$ cat config.mk
export PLATFORM = sky130hd
export DESIGN_NAME = ram_arbiter
export DESIGN_NICKNAME = d
export VERILOG_FILES = /design/src/rtl/ram_arb_pkg.sv /design/src/rtl/rr_arb2.sv /design/src/rtl/ram_arbiter.sv
export SDC_FILE = /design/constraint.sdc
export NUM_CORES = 1
export LEC_CHECK = 0
export BUFFER_PORTS_ARGS = -buffer_cell sky130_fd_sc_hd__buf_4
export CORE_MARGIN = 4
export CORE_UTILIZATION = 39
export DETAILED_ROUTE_END_ITERATION = 6
export PLACE_DENSITY = 0.74
export SLEW_MARGIN = 20
export SYNTH_ARGS = -nofsm -noshare
export SYNTH_HDL_FRONTEND = slang
export SYNTH_SLANG_ARGS = --single-unit
$ cat constraint.sdc
create_clock -name clk -period 1.3 [get_ports clk]
set_input_delay 0.26 -clock clk [delete_from_list [all_inputs] [get_ports clk]]
set_output_delay 0.26 -clock clk [all_outputs]
set_load 0.05 [all_outputs]
$ cat src/rtl/ram_arb_pkg.sv
// Shared definitions for the two-port RAM arbiter: FSM state encoding and default widths.
package ram_arb_pkg;

  localparam int unsigned DefaultAw = 4;
  localparam int unsigned DefaultDw = 8;

  typedef enum logic [1:0] {
    IDLE   = 2'd0,
    SETUP  = 2'd1,
    ACCESS = 2'd2
  } state_t;

endpackage

$ cat src/rtl/rr_arb2.sv
// Two-way round-robin winner select; last = 1 means port 1 was served most recently.
module rr_arb2 (
  input  logic req0,
  input  logic req1,
  input  logic last,
  output logic winner
);

  // A lone requester always wins; on a tie the port not served last wins.
  assign winner = (req0 && req1) ? ~last : req1;

endmodule

$ cat src/rtl/ram_arbiter.sv
// Arbitrates two requesters onto one external RAM with a fixed IDLE/SETUP/ACCESS sequence.
module ram_arbiter
  import ram_arb_pkg::*;
#(
  parameter int unsigned AW = DefaultAw,
  parameter int unsigned DW = DefaultDw
) (
  input  logic          clk,
  input  logic          rst,
  input  logic          req0,
  input  logic          req1,
  input  logic          we0,
  input  logic          we1,
  input  logic [AW-1:0] addr0,
  input  logic [AW-1:0] addr1,
  input  logic [DW-1:0] wdata0,
  input  logic [DW-1:0] wdata1,
  output logic          gnt0,
  output logic          gnt1,
  output logic          done0,
  output logic          done1,
  output logic [DW-1:0] rdata,
  output logic [AW-1:0] ram_addr,
  output logic          ram_cs,
  output logic          ram_oa,
  output logic          ram_wa,
  output logic [DW-1:0] bus_out,
  output logic          bus_oe,
  input  logic [DW-1:0] bus_in
);

  state_t        state_q, state_d;
  logic          last_q;
  logic          sel_q;
  logic          we_q;
  logic [AW-1:0] addr_q;
  logic [DW-1:0] wdata_q;
  logic [DW-1:0] rdata_q;
  logic          done0_q, done1_q;
  logic          win;
  logic          grant;

  rr_arb2 u_rr_arb2 (
    .req0   (req0),
    .req1   (req1),
    .last   (last_q),
    .winner (win)
  );

  assign grant = (state_q == IDLE) && (req0 || req1);

  always_comb begin
    state_d = state_q;
    unique case (state_q)
      IDLE:    if (req0 || req1) state_d = SETUP;
      SETUP:   state_d = ACCESS;
      ACCESS:  state_d = IDLE;
      default: state_d = IDLE;
    endcase
  end

  always_ff @(posedge clk or posedge rst) begin
    if (rst) begin
      state_q <= IDLE;
      last_q  <= 1'b1;
      sel_q   <= 1'b0;
      we_q    <= 1'b0;
      addr_q  <= '0;
      wdata_q <= '0;
      rdata_q <= '0;
      done0_q <= 1'b0;
      done1_q <= 1'b0;
    end else begin
      state_q <= state_d;
      done0_q <= (state_q == ACCESS) && !sel_q;
      done1_q <= (state_q == ACCESS) && sel_q;
      if (grant) begin
        last_q  <= win;
        sel_q   <= win;
        we_q    <= win ? we1 : we0;
        addr_q  <= win ? addr1 : addr0;
        wdata_q <= win ? wdata1 : wdata0;
      end
      if ((state_q == ACCESS) && !we_q) rdata_q <= bus_in;
    end
  end

  assign gnt0     = grant && !win;
  assign gnt1     = grant && win;
  assign done0    = done0_q;
  assign done1    = done1_q;
  assign rdata    = rdata_q;
  assign ram_addr = addr_q;
  assign bus_out  = wdata_q;
  assign ram_cs   = (state_q == SETUP) || (state_q == ACCESS);
  // Output enable only in ACCESS of a read, so bus_oe and ram_oa never overlap.
  assign ram_oa   = (state_q == ACCESS) && !we_q;
  assign ram_wa   = (state_q == ACCESS) && we_q;
  assign bus_oe   = ram_cs && we_q;

endmodule

==> metrics.md, run 1 <==
| Metric | Value |
|---|---|
| RSZ-0062 raised after global routing | `true` |
| Synth area leader | `dfrtp_1` |
| Slowest cell on the critical path | `dfrtp_2` |
| Final period util | `127%` |
| Clock transition at path regs | `0.15 ns` |
| Grt ovf | `0` |
| Crit-path cells | `inv_2 -> ha_4 -> nand2_2 -> a21oi_4 -> buf_6` |
| FF-to-FF Start | `state_q[1]` |
| PwrDens | `2920 nW/um2` |
| Num CTS Buffers | `3` |
| Die Wd | `63.4 um` |
| Starting Density | `42.0%` |
| Worst R2R Path Depth | `6` |
| Number of global-route vias before repair | `1,128` |
| First-pass GRT wire length | `4930 um` |
| Die Area | `4020 um2` |
| Final ANT Viol Nets | `0` |
| Clock Sinks | `27` |
| Max-Cap Viols | `0` |
| Pleak | `1.01 nW` |
| Via count | `1,000` |
| Status | `finished with violations` |
| Crit-path max FO | `3` |
| DP Worst Slack | `-0.215 ns` |
| Critical path class | `register to primary output` |
| Synth Instances | `88` |
| Fin Clk Skew | `0.0108 ns` |
| Non-Filler Instances | `202` |
| Final nets | `214` |
| Yosys warns | `0` |
| # DRC | `0` |
| Synth area leaders | `dfrtp_1, mux2_2, a221o_1` |
| CP arrival | `1.40 ns` |
| Top delay family on crit path | `flip-flops` |
| Worst setup SP type | `register` |
| Register-to-Register Setup Slack | `-0.26 ns` |
| Vias per inst | `4.95` |
| Worst hold path depth | `2` |
| Layout cells sized above 1 | `69.0%` |
| Row cnt | `19` |
| Core area | `2850 um2` |
| Drt first pass iters | `2` |
| Antenna cells | `0` |
| GRT Util Overall | `15.2%` |
| Fill count | `206` |
| H-tree depth | `1` |
| WP buf/inv | `2` |
| Largest net degree at the start of global routing | `28` |
| Multi-input logic area | `582 um2` |
| Post-detail-place hpwl | `2340 um` |
| Final setup violation count | `31` |
| Slew Limit Fails | `0` |
| Power Total | `5.89 mW` |
| Hold WC Path Type | `primary input to register` |
| Sequential cell area fraction in the yosys report | `56.5%` |
| Routed WL per cell | `14.9 um` |
| Maximum clock rate | `604 MHz` |
| Clock Tree Root | `clkbuf_4` |
| Seq cells post-synth | `27` |
| Post-route cell area | `2010 um2` |
| Dpl cell area | `1870 um2` |
| Peak supply drop | `1.39 mV` |
| Setup crit end kind | `primary output` |
| R2r endpoint | `we_q` |
| Chip Height | `63.4 um` |
| Max clock buf depth | `2` |
| Cell variety after synth | `18` |
| CTS tree | `built` |
| Clock Latency Late Sink | `0.32 ns` |
| FF/Latch Area | `678 um2` |
| Final WS setup | `-0.356 ns` |
| Initial antenna violation count | `0` |
| Placed Cells | `192` |
| Hold wc startpoint | `addr0[0]` |
| Area delta synth->final | `68.2%` |
| Slew margin rel. | `68.7%` |
| Hold Path End | `ram_addr[0]` |
| Synthesized cell area | `1200 um2` |
| Drt first-iter violations | `18` |
| Yosys top cell area share | `54.3%` |
| Final wirelength | `3010 um` |
| Mean Syn Cell Area | `13.6 um2` |
| Failing checks | `setup timing` |
| Port buffer count | `65` |
| Clock period minus worst slack | `1.66 ns` |
| Crit-path max cell delay | `0.47 ns` |
| I/O pins | `66` |
| Mapped Nets | `130` |
| Slew @ Worst Pin | `0.470 ns` |
| Gpl congestion | `0.710` |
| Fin Setup TNS | `-6.48 ns` |
| Req. time, crit path | `1.04 ns` |
| Final hold viol count | `0` |
==> worst max-delay path by stage <==
| stage | start | end | slack [ns] | cells past startpoint |
|---|---|---|---|---|
| after CTS | state_q[1] | gnt0 | -0.36 | 5 |
| after floorplan | state_q[1] | bus_out[0] | -0.06 | 6 |
| after global routing | state_q[1] | gnt1 | -0.42 | 5 |
| final | state_q[1] | gnt1 | -0.36 | 5 |
| after global placement | state_q[0] | ram_oa | -0.15 | 4 |
| after detailed placement | state_q[0] | ram_oa | -0.22 | 4 |
==> power breakdown <==
part / internal, mW / switching (mW)
registers: 1.26 / 0.247
logic: 1.73 / 2.29
clock network: 0.117 / 0.248
total: 3.11 / 2.79
==> cell usage after synthesis <==
master / instances
dfrtp_1: 26
and2_0: 11
mux2_2: 10
a221o_1: 8
a221o_2: 5
and2_1: 5
ha_1: 4
inv_1: 4
a21o_2: 2
a21oi_2: 2
buf_6: 2
nand2_1: 2
nor2b_1: 2
buf_2: 1
buf_4: 1
dfstp_2: 1
nor3b_1: 1
o21ai_2: 1
==> metal layers <==
metal  wire, um  global-route usage (%)
met5          0                       0
met4         25                    4.04
met3        259                    4.09
met2       1470                    27.5
met1       1260                    17.4
==> worst register-to-register path, stage by stage, from the launching register on <==
cell and delay [ns]:
dfrtp_2 0.47, inv_2 0.09, ha_4 0.16, buf_4 0.12, o21ai_2 0.14, and2_1 0.20, a221o_2 0.29
==> area by class of cell <==
class,instances,share of cell area [%]
timing repair buffer,83,33.3
inverter,4,0.745
multi-input combinational,53,28.9
clock buffer,3,1.12
clock inverter,1,0.373
sequential,27,33.7
tap,31,1.93
==> sequential cells by signal, summed over array words and instances (netlist names) <==
signal	flops
ram_addr	4
last_q	1
done0	1
done1	1
bus_out	8
rdata	8
state_q	2
we_q	1
sel_q	1
==> metrics by stage <==
stage	hold slack, ns	utilization, %
floorplan	0.312	-
global placement	0.340	65.5
detailed placement	0.355	65.5
CTS	0.148	69.9
global route	0.151	70.6
finish	0.154	70.6
==> what timing repair did <==
item                                    4_1_cts  5_1_grt
endpoints found under the hold margin        26        0
endpoints found under the setup margin       31       31
buffers inserted                              5        1
hold buffers                                  1        0
resized for setup                            12        8
pin swaps                                     2        1
==> cell families (layout without fill, tap and decap cells) <==
| kind of cell | after synthesis | count (layout) | share of synthesized area, % |
|---|---|---|---|
| buffers and inverters | 8 | 91 | 4.18 |
| DFF | 27 | 27 | 56.5 |
| AOI/OAI and AO/OA | 18 | 18 | 15.0 |
| muxes | 10 | 10 | 9.40 |
| adders and majority gates | 4 | 4 | 4.18 |
| and+or+nand+nor | 21 | 21 | 10.7 |
==> placed cells by master (no fill, tap or decap), drive strengths merged, types with 2 or more instances in the layout <==
| master | n |
|---|---|
| dfrtp | 26 |
| clkbuf | 3 |
| mux2 | 10 |
| a21o | 2 |
| a21oi | 2 |
| nand2 | 2 |
| inv | 4 |
| buf | 82 |
| nor2b | 2 |
| and2 | 16 |
| a221o | 13 |
| ha | 4 |
(Power assumes the default switching activity.)
==> run 2: changes to the inputs <==
Settings changed: CORE_UTILIZATION 39 to 40, MAX_ROUTING_LAYER set to met4, PLACE_DENSITY 0.74 to 0.75, SYNTH_HIERARCHICAL set to 1.
==> run 2 against run 1 <==
Effect of this change: the flow still finishes with violations (setup timing); core utilization rose by 2.3 points; clock skew fell by 0.0073 ns; register-to-register slack got worse by 0.06 ns; first-iteration DRC count rose by 44%; sequential power barely moved; critical path depth rose by 1; via count rose by 4.0%; hold slack improved by 0.0010 ns; clock power fell by 1%; non-clock buffer count rose by 8; cell area rose by 11%; global-route usage rose by 1.7 points.
==> metrics.md, run 2 <==
| Metric | Value |
|---|---|
| Status | `finished with violations (unchanged)` |
| Failing checks | `setup timing (unchanged)` |
| Final nets | `221 (was 214)` |
| Starting Density | `42.2% (was 42.0%)` |
| Worst R2R Path Depth | `8 (was 6)` |
| Part of the power in registers | `24.2% (was 25.5%)` |
| Clock Latency Late Sink | `0.32 ns (about the same)` |
| Drt first pass iters | `2 (unchanged)` |
| Number of global-route vias before repair | `1,167 (was 1,128)` |
| # DRC | `0 (unchanged)` |
| Die Wd | `65.0 um (was 63.4 um)` |
| Most common cell after layout, fill and taps aside | `buf_4 (unchanged)` |
| Row cnt | `20 (was 19)` |
| Post-route cell area | `2240 um2 (was 2010 um2)` |
| Slowest cell on the critical path | `dfrtp_2 (unchanged)` |
| Final hold viol count | `0 (unchanged)` |
| Pleak | `1.10 nW (was 1.01 nW)` |
| GRT Util Overall | `16.9% (was 15.2%)` |
| Final Util | `72.9% (was 70.6%)` |
| Final ANT Viol Nets | `0 (unchanged)` |
| Synth async-reset ratio | `100% (unchanged)` |
| Req. time, crit path | `1.04 ns (about the same)` |
| Hold wc startpoint | `bus_in[4] (was addr0[0])` |
| Clock period minus worst slack | `1.71 ns (was 1.66 ns)` |
| Most common library cells after synthesis | `mux2_2, dfrtp_1, mux2_4, ha_1, inv_1 (was dfrtp_1, and2_0, mux2_2, a221o_1)` |
| Slew margin rel. | `77.7% (was 68.7%)` |
| Crit-path max cell delay | `0.47 ns (about the same)` |
| Post-synth top flop | `dfrtp_1 (unchanged)` |
| Largest net degree at the start of global routing | `28 (unchanged)` |
| Seq cells post-synth | `27 (unchanged)` |
| Most frequent cells in the layout | `buf_4, dfrtp_1, mux2_2 (was buf_4, dfrtp_1, and2_0)` |
| Crit-path max FO | `3 (unchanged)` |
| Clock Sinks | `27 (unchanged)` |
| Synthesized cell area | `1300 um2 (was 1200 um2)` |
| RSZ-0062 raised after global routing | `true (unchanged)` |
| Routed WL per cell | `15.1 um (was 14.9 um)` |
| Num CTS Buffers | `3 (unchanged)` |
| Mean Syn Cell Area | `14.9 um2 (was 13.6 um2)` |
| FF-to-FF Start | `state_q[1] (unchanged)` |
| Worst setup SP type | `register (unchanged)` |
| Clk network pwr share | `5.7% (was 6.2%)` |
| Vias per inst | `4.68 (was 4.95)` |
| Gpl congestion | `0.663 (was 0.710)` |
| Sw frac | `45.9% (was 47.3%)` |
| Yosys warns | `6 (was 0)` |
| Max-Cap Viols | `0 (unchanged)` |
| Pint | `3.42 mW (was 3.11 mW)` |
| PwrDens | `2820 nW/um2 (was 2920 nW/um2)` |
| Final WS setup | `-0.408 ns (was -0.356 ns)` |
| Synth area leader | `dfrtp_1 (unchanged)` |
| Hold Path End | `rdata[4] (was ram_addr[0])` |
| Synth Instances | `87 (was 88)` |
| Placed Cells | `203 (was 192)` |
| Non-Filler Instances | `222 (was 202)` |
| Setup crit end kind | `primary output (unchanged)` |
| Peak supply drop | `2.16 mV (was 1.39 mV)` |
| Hold slack | `0.155 ns (was 0.154 ns)` |
| Clock transition at path regs | `0.14 ns (was 0.15 ns)` |
| Slew @ Worst Pin | `0.334 ns (was 0.470 ns)` |
| Initial antenna violation count | `0 (unchanged)` |
| Most numerous cell in the Yosys netlist | `mux2_2 (was dfrtp_1)` |
| Register-to-Register Setup Slack | `-0.32 ns (was -0.26 ns)` |
| Final wirelength | `3350 um (was 3010 um)` |
| Via count | `1,040 (was 1,000)` |
| Clock Tree Root | `clkbuf_4 (unchanged)` |
| Yosys top cell area share | `50.1% (was 54.3%)` |
| Fin Clk Skew | `0.00356 ns (was 0.0108 ns)` |
| Grt ovf | `0 (unchanged)` |
| Sequential cell area fraction in the yosys report | `52.2% (was 56.5%)` |
| CP arrival | `1.45 ns (was 1.40 ns)` |
| Synth area leaders | `dfrtp_1, mux2_2, mux2_4 (was dfrtp_1, mux2_2, a221o_1)` |
| Worst hold path depth | `2 (unchanged)` |
| Post-detail-place hpwl | `2420 um (was 2340 um)` |
| CTS tree | `built (unchanged)` |
| Layout cells sized above 1 | `82.6% (was 69.0%)` |
| Final setup violation count | `31 (unchanged)` |
| Slew Limit Fails | `0 (unchanged)` |
| Sw Pwr | `2.90 mW (was 2.79 mW)` |
| Port buffer count | `65 (unchanged)` |
| Critical path class | `register to primary output (unchanged)` |
| Area delta synth->final | `72.9% (was 68.2%)` |
| Final period util | `131% (was 127%)` |
| I/O pins | `66 (unchanged)` |
| First-pass GRT wire length | `5300 um (was 4930 um)` |
| Core area | `3080 um2 (was 2850 um2)` |
| Dpl cell area | `2000 um2 (was 1870 um2)` |
| Cell variety after synth | `16 (was 18)` |
| Fin Setup TNS | `-7.18 ns (was -6.48 ns)` |
| Antenna cells | `0 (unchanged)` |
| Comb pwr share | `70.1% (was 68.3%)` |
| Max clock buf depth | `2 (unchanged)` |
| Crit-path cells | `inv_2 -> ha_4 -> o21ai_4 -> buf_12 -> nor2_4 -> buf_6 (was inv_2 -> ha_4 -> nand2_2 -> a21oi_4 -> buf_6)` |
| Chip Height | `65.0 um (was 63.4 um)` |
| EDFF count, synth | `0 (unchanged)` |
| R2r endpoint | `bus_out[6] (was we_q)` |
| Die Area | `4220 um2 (was 4020 um2)` |
| Hold WC Path Type | `primary input to register (unchanged)` |
| Drt first-iter violations | `26 (was 18)` |
| Maximum clock rate | `585 MHz (was 604 MHz)` |
| H-tree depth | `1 (unchanged)` |
| Mapped Nets | `129 (was 130)` |
==> run 2: per-layer routing <==
layer / GRT usage [%] / up-vias / share of wire (%)
met5: - / - / 0
met2: 31.2 / 34 / 56
li1: - / 480 / -
met1: 17.3 / 524 / 37
met4: 4.75 / 0 / 0.51
met3: 4.85 / 2 / 6.4
==> run 2: repair_timing <==
| item | in CTS | in global routing |
|---|---|---|
| pin swaps | 4 | 2 |
| setup endpoints to repair | 31 | 31 |
| setup buffers | 12 | 4 |
| hold buffers | 0 | 1 |
| gates resized for setup | 13 | 14 |
| endpoints found under the hold margin | 0 | 26 |
==> run 2: kinds of logic after synthesis <==
kind of cell / count (synthesis) / share of synthesized area [%]
adder cells (fa/ha/maj): 4 / 3.86
buffers and inverters: 8 / 4.15
AND/OR/NAND/NOR: 8 / 3.57
multiplexers: 38 / 34.7
AO/OA/AOI/OAI: 2 / 1.54
flip-flops: 27 / 52.2
==> run 2: how the worst max path moves through the flow <==
stage                     startpoint          to  slack, ns  depth (start not counted)
after floorplan               last_q  bus_out[0]      -0.18                          5
after global placement          req0        we_q      -0.15                          5
after detailed placement        req0  bus_out[7]      -0.19                          5
after CTS                 state_q[1]        gnt0      -0.41                          6
after global routing      state_q[0]        gnt1      -0.48                          6
final                     state_q[1]        gnt0      -0.41                          6
==> run 2: worst max-delay path: cells and delay by family, from the launching register on <==
kind	cells	cell delay, ns
DFF	1	0.47
adders and majority gates	1	0.14
AOI/OAI and AO/OA	1	0.06
buffers and inverters	3	0.38
and+or+nand+nor	1	0.08
==> run 2: metrics by stage <==
step                power, mW  setup slack (ns)
finish                   6.32            -0.408
global route             6.64            -0.480
CTS                      6.12            -0.410
detailed placement       5.38            -0.189
global placement         5.27            -0.154
floorplan                4.27            -0.183
==> run 2: power groups by stage <==
stage / logic (mW) / registers, mW / clock network, mW
5_1_grt: 4.64 / 1.59 / 0.410
3_3_place_gp: 3.76 / 1.51 / 0
4_1_cts: 4.24 / 1.52 / 0.363
2_1_floorplan: 1.58 / 2.69 / 0
3_5_place_dp: 3.84 / 1.54 / 0
6_report: 4.43 / 1.53 / 0.361
==> run 2: final cells by class <==
class	count	area, um2
inverter	4	15.0
clock inverter	1	5.00
timing repair buffer	91	782
sequential	27	678
clock buffer	3	22.5
multi-input combinational	52	686
fill	226	835
tap	44	55.1
==> run 3: changes to the inputs <==
==> constraint.sdc (replaced) <==
create_clock -name clk -period 1.3 [get_ports clk]
set_input_delay 0.13 -clock clk [delete_from_list [all_inputs] [get_ports clk]]
set_output_delay 0.13 -clock clk [all_outputs]
set_load 0.05 [all_outputs]
==> run 3 against run 2 <==
Effect of this change: the flow still finishes with violations (setup timing); cell area down 2.4%; combinational power is 4% lower; sequential cell count stayed put; hold slack worse by 0.12 ns; total power fell by 2.3%; sequential share of layout area increased by 0.74 points; worst setup slack better by 0.20 ns; register-to-register slack improved by 0.15 ns; first-iteration DRC count fell by 54%; core utilization shrank 1.7 points; sequential power hardly changed; clock power fell by 2%; largest cell class is now multi-input combinational cells; highest routed layer unchanged.
==> metrics.md, run 3 (synthesis gave the netlist of run 2 again) <==
| Metric | Value |
|---|---|
| Slew margin rel. | `77.5% (was 77.7%)` |
| Comb pwr share | `69.2% (was 70.1%)` |
| Crit-path max FO | `3 (unchanged)` |
| Clock period minus worst slack | `1.51 ns (was 1.71 ns)` |
| Failing checks | `setup timing (unchanged)` |
| Sw frac | `46.4% (was 45.9%)` |
| RSZ-0062 raised after global routing | `true (unchanged)` |
| CTS tree | `built (unchanged)` |
| Core area | `3080 um2 (unchanged)` |
| Number of global-route vias before repair | `1,130 (was 1,167)` |
| Slew @ Worst Pin | `0.337 ns (was 0.334 ns)` |
| Hold WC Path Type | `primary input to register (unchanged)` |
| Grt ovf | `0 (unchanged)` |
| Fin Clk Skew | `0.00277 ns (was 0.00356 ns)` |
| Maximum clock rate | `662 MHz (was 585 MHz)` |
| Final setup violation count | `31 (unchanged)` |
| Drt first-iter violations | `12 (was 26)` |
| Post-route cell area | `2190 um2 (was 2240 um2)` |
| Setup crit end kind | `primary output (unchanged)` |
| Pleak | `1.08 nW (was 1.10 nW)` |
| Final WS setup | `-0.210 ns (was -0.408 ns)` |
| Chip Height | `65.0 um (unchanged)` |
| Num CTS Buffers | `3 (unchanged)` |
| H-tree depth | `1 (unchanged)` |
| Dpl cell area | `1990 um2 (was 2000 um2)` |
| Clock Latency Late Sink | `0.32 ns (about the same)` |
| Clock Sinks | `27 (unchanged)` |
| Die Wd | `65.0 um (unchanged)` |
| Max-Cap Viols | `0 (unchanged)` |
| Max clock buf depth | `2 (unchanged)` |
| Initial antenna violation count | `0 (unchanged)` |
| Power Total | `6.18 mW (was 6.32 mW)` |
| Final period util | `116% (was 131%)` |
| Vias per inst | `4.62 (was 4.68)` |
| Drt first pass iters | `3 (was 2)` |
| Die Area | `4220 um2 (unchanged)` |
| Final hold viol count | `0 (unchanged)` |
| I/O pins | `66 (unchanged)` |
| Req. time, crit path | `1.17 ns (was 1.04 ns)` |
| Antenna cells | `0 (unchanged)` |
| First-pass GRT wire length | `5110 um (was 5300 um)` |
| Final ANT Viol Nets | `0 (unchanged)` |
| Largest net degree at the start of global routing | `28 (unchanged)` |
| CP arrival | `1.38 ns (was 1.45 ns)` |
| GRT Util Overall | `16.6% (was 16.9%)` |
| Clock Tree Root | `clkbuf_4 (unchanged)` |
| Slew Limit Fails | `0 (unchanged)` |
| Row cnt | `20 (unchanged)` |
| Final nets | `213 (was 221)` |
| Sw Pwr | `2.87 mW (was 2.90 mW)` |
| Layout cells sized above 1 | `81.8% (was 82.6%)` |
| PwrDens | `2820 nW/um2 (about the same)` |
| Clock transition at path regs | `0.14 ns (about the same)` |
| Post-detail-place hpwl | `2310 um (was 2420 um)` |
| Part of the power in registers | `25.1% (was 24.2%)` |
| Gpl congestion | `0.668 (was 0.663)` |
| Most common cell after layout, fill and taps aside | `buf_4 (unchanged)` |
| Status | `finished with violations (unchanged)` |
| Clk network pwr share | `5.7% (about the same)` |
| # DRC | `0 (unchanged)` |
| Critical path class | `register to primary output (unchanged)` |
| Routed WL per cell | `15.4 um (was 15.1 um)` |
| Port buffer count | `65 (unchanged)` |
| Area delta synth->final | `68.8% (was 72.9%)` |
| Peak supply drop | `2.35 mV (was 2.16 mV)` |
| Starting Density | `42.2% (unchanged)` |
| Pint | `3.31 mW (was 3.42 mW)` |
| Via count | `989 (was 1,040)` |
| Final wirelength | `3290 um (was 3350 um)` |
| Most frequent cells in the layout | `buf_4, dfrtp_1, mux2_4 (was buf_4, dfrtp_1, mux2_2)` |
| Worst setup SP type | `register (unchanged)` |
==> run 3: cell count changes in the layout (fill, tap and decap cells not counted), moves of 2 or more <==
cell    delta
buf_4      -5
mux2_2     -5
mux2_4     +5
buf_6      -2
==> run 3: critical path, stage by stage, from the launching register on <==
cell and delay (ns):
dfrtp_2 0.47, inv_2 0.09, ha_4 0.20, and2_4 0.16
buf_8 0.14
==> run 3: metal layers <==
metal / vias to the layer above / routed length, um / track usage, %
met5: - / 0 / -
met4: 0 / 72 / 8.44
met3: 6 / 208 / 2.77
met2: 36 / 1870 / 31.4
met1: 482 / 1140 / 15.9
li1: 465 / - / -
==> run 3: worst paths after layout <==
| check | from | end | depth (start not counted) | slack, ns |
|---|---|---|---|---|
| min reg2reg | sel_q | done0 | 1 | 0.48 |
| max | state_q[1] | bus_oe | 4 | -0.21 |
| min | bus_in[4] | rdata[4] | 2 | 0.03 |
| min in group asynchronous | rst | rdata[5] | 4 | 0.40 |
| max in group asynchronous | rst | last_q | 4 | 0.59 |
| max reg2reg | state_q[0] | rdata[2] | 5 | -0.17 |
==> run 3: layout make-up <==
type | count | area (um2)
fillers | 230 | 888
flip-flops and latches | 27 | 678
well taps | 44 | 55.1
inverters | 4 | 15.0
multi-input cells | 52 | 708
clock buffers | 4 | 26.3
repair buffers | 83 | 707
==> run 3: power by group through the flow <==
stage / Sequential [mW] / Combinational (mW) / Clock [mW]
6_report: 1.55 / 4.27 / 0.353
5_1_grt: 1.60 / 4.47 / 0.396
3_3_place_gp: 1.51 / 3.69 / 0
3_5_place_dp: 1.54 / 3.77 / 0
4_1_cts: 1.54 / 4.19 / 0.379
2_1_floorplan: 2.69 / 1.58 / 0
==> run 3: repair_timing <==
item	CTS	global route
resized for setup	21	12
hold buffers	1	0
endpoints found under the hold margin	26	0
pin swaps	1	2
setup endpoints to repair	31	31
buffers inserted	7	2
==> run 3: through the flow <==
| stage | hold WS [ns] | setup TNS, ns | setup slack (ns) | utilization, % | instances |
|---|---|---|---|---|---|
| final | 0.0297 | -4.34 | -0.210 | 71.1 | 214 |
| after global routing | 0.0223 | -5.69 | -0.268 | 71.1 | 214 |
| after CTS | 0.0178 | -5.19 | -0.234 | 70.4 | 214 |
| after detailed placement | 0.215 | -2.50 | -0.149 | 64.8 | 202 |
| after global placement | 0.211 | -1.64 | -0.107 | 64.8 | 202 |
| after floorplan | 0.182 | -1.73 | -0.183 | - | 87 |
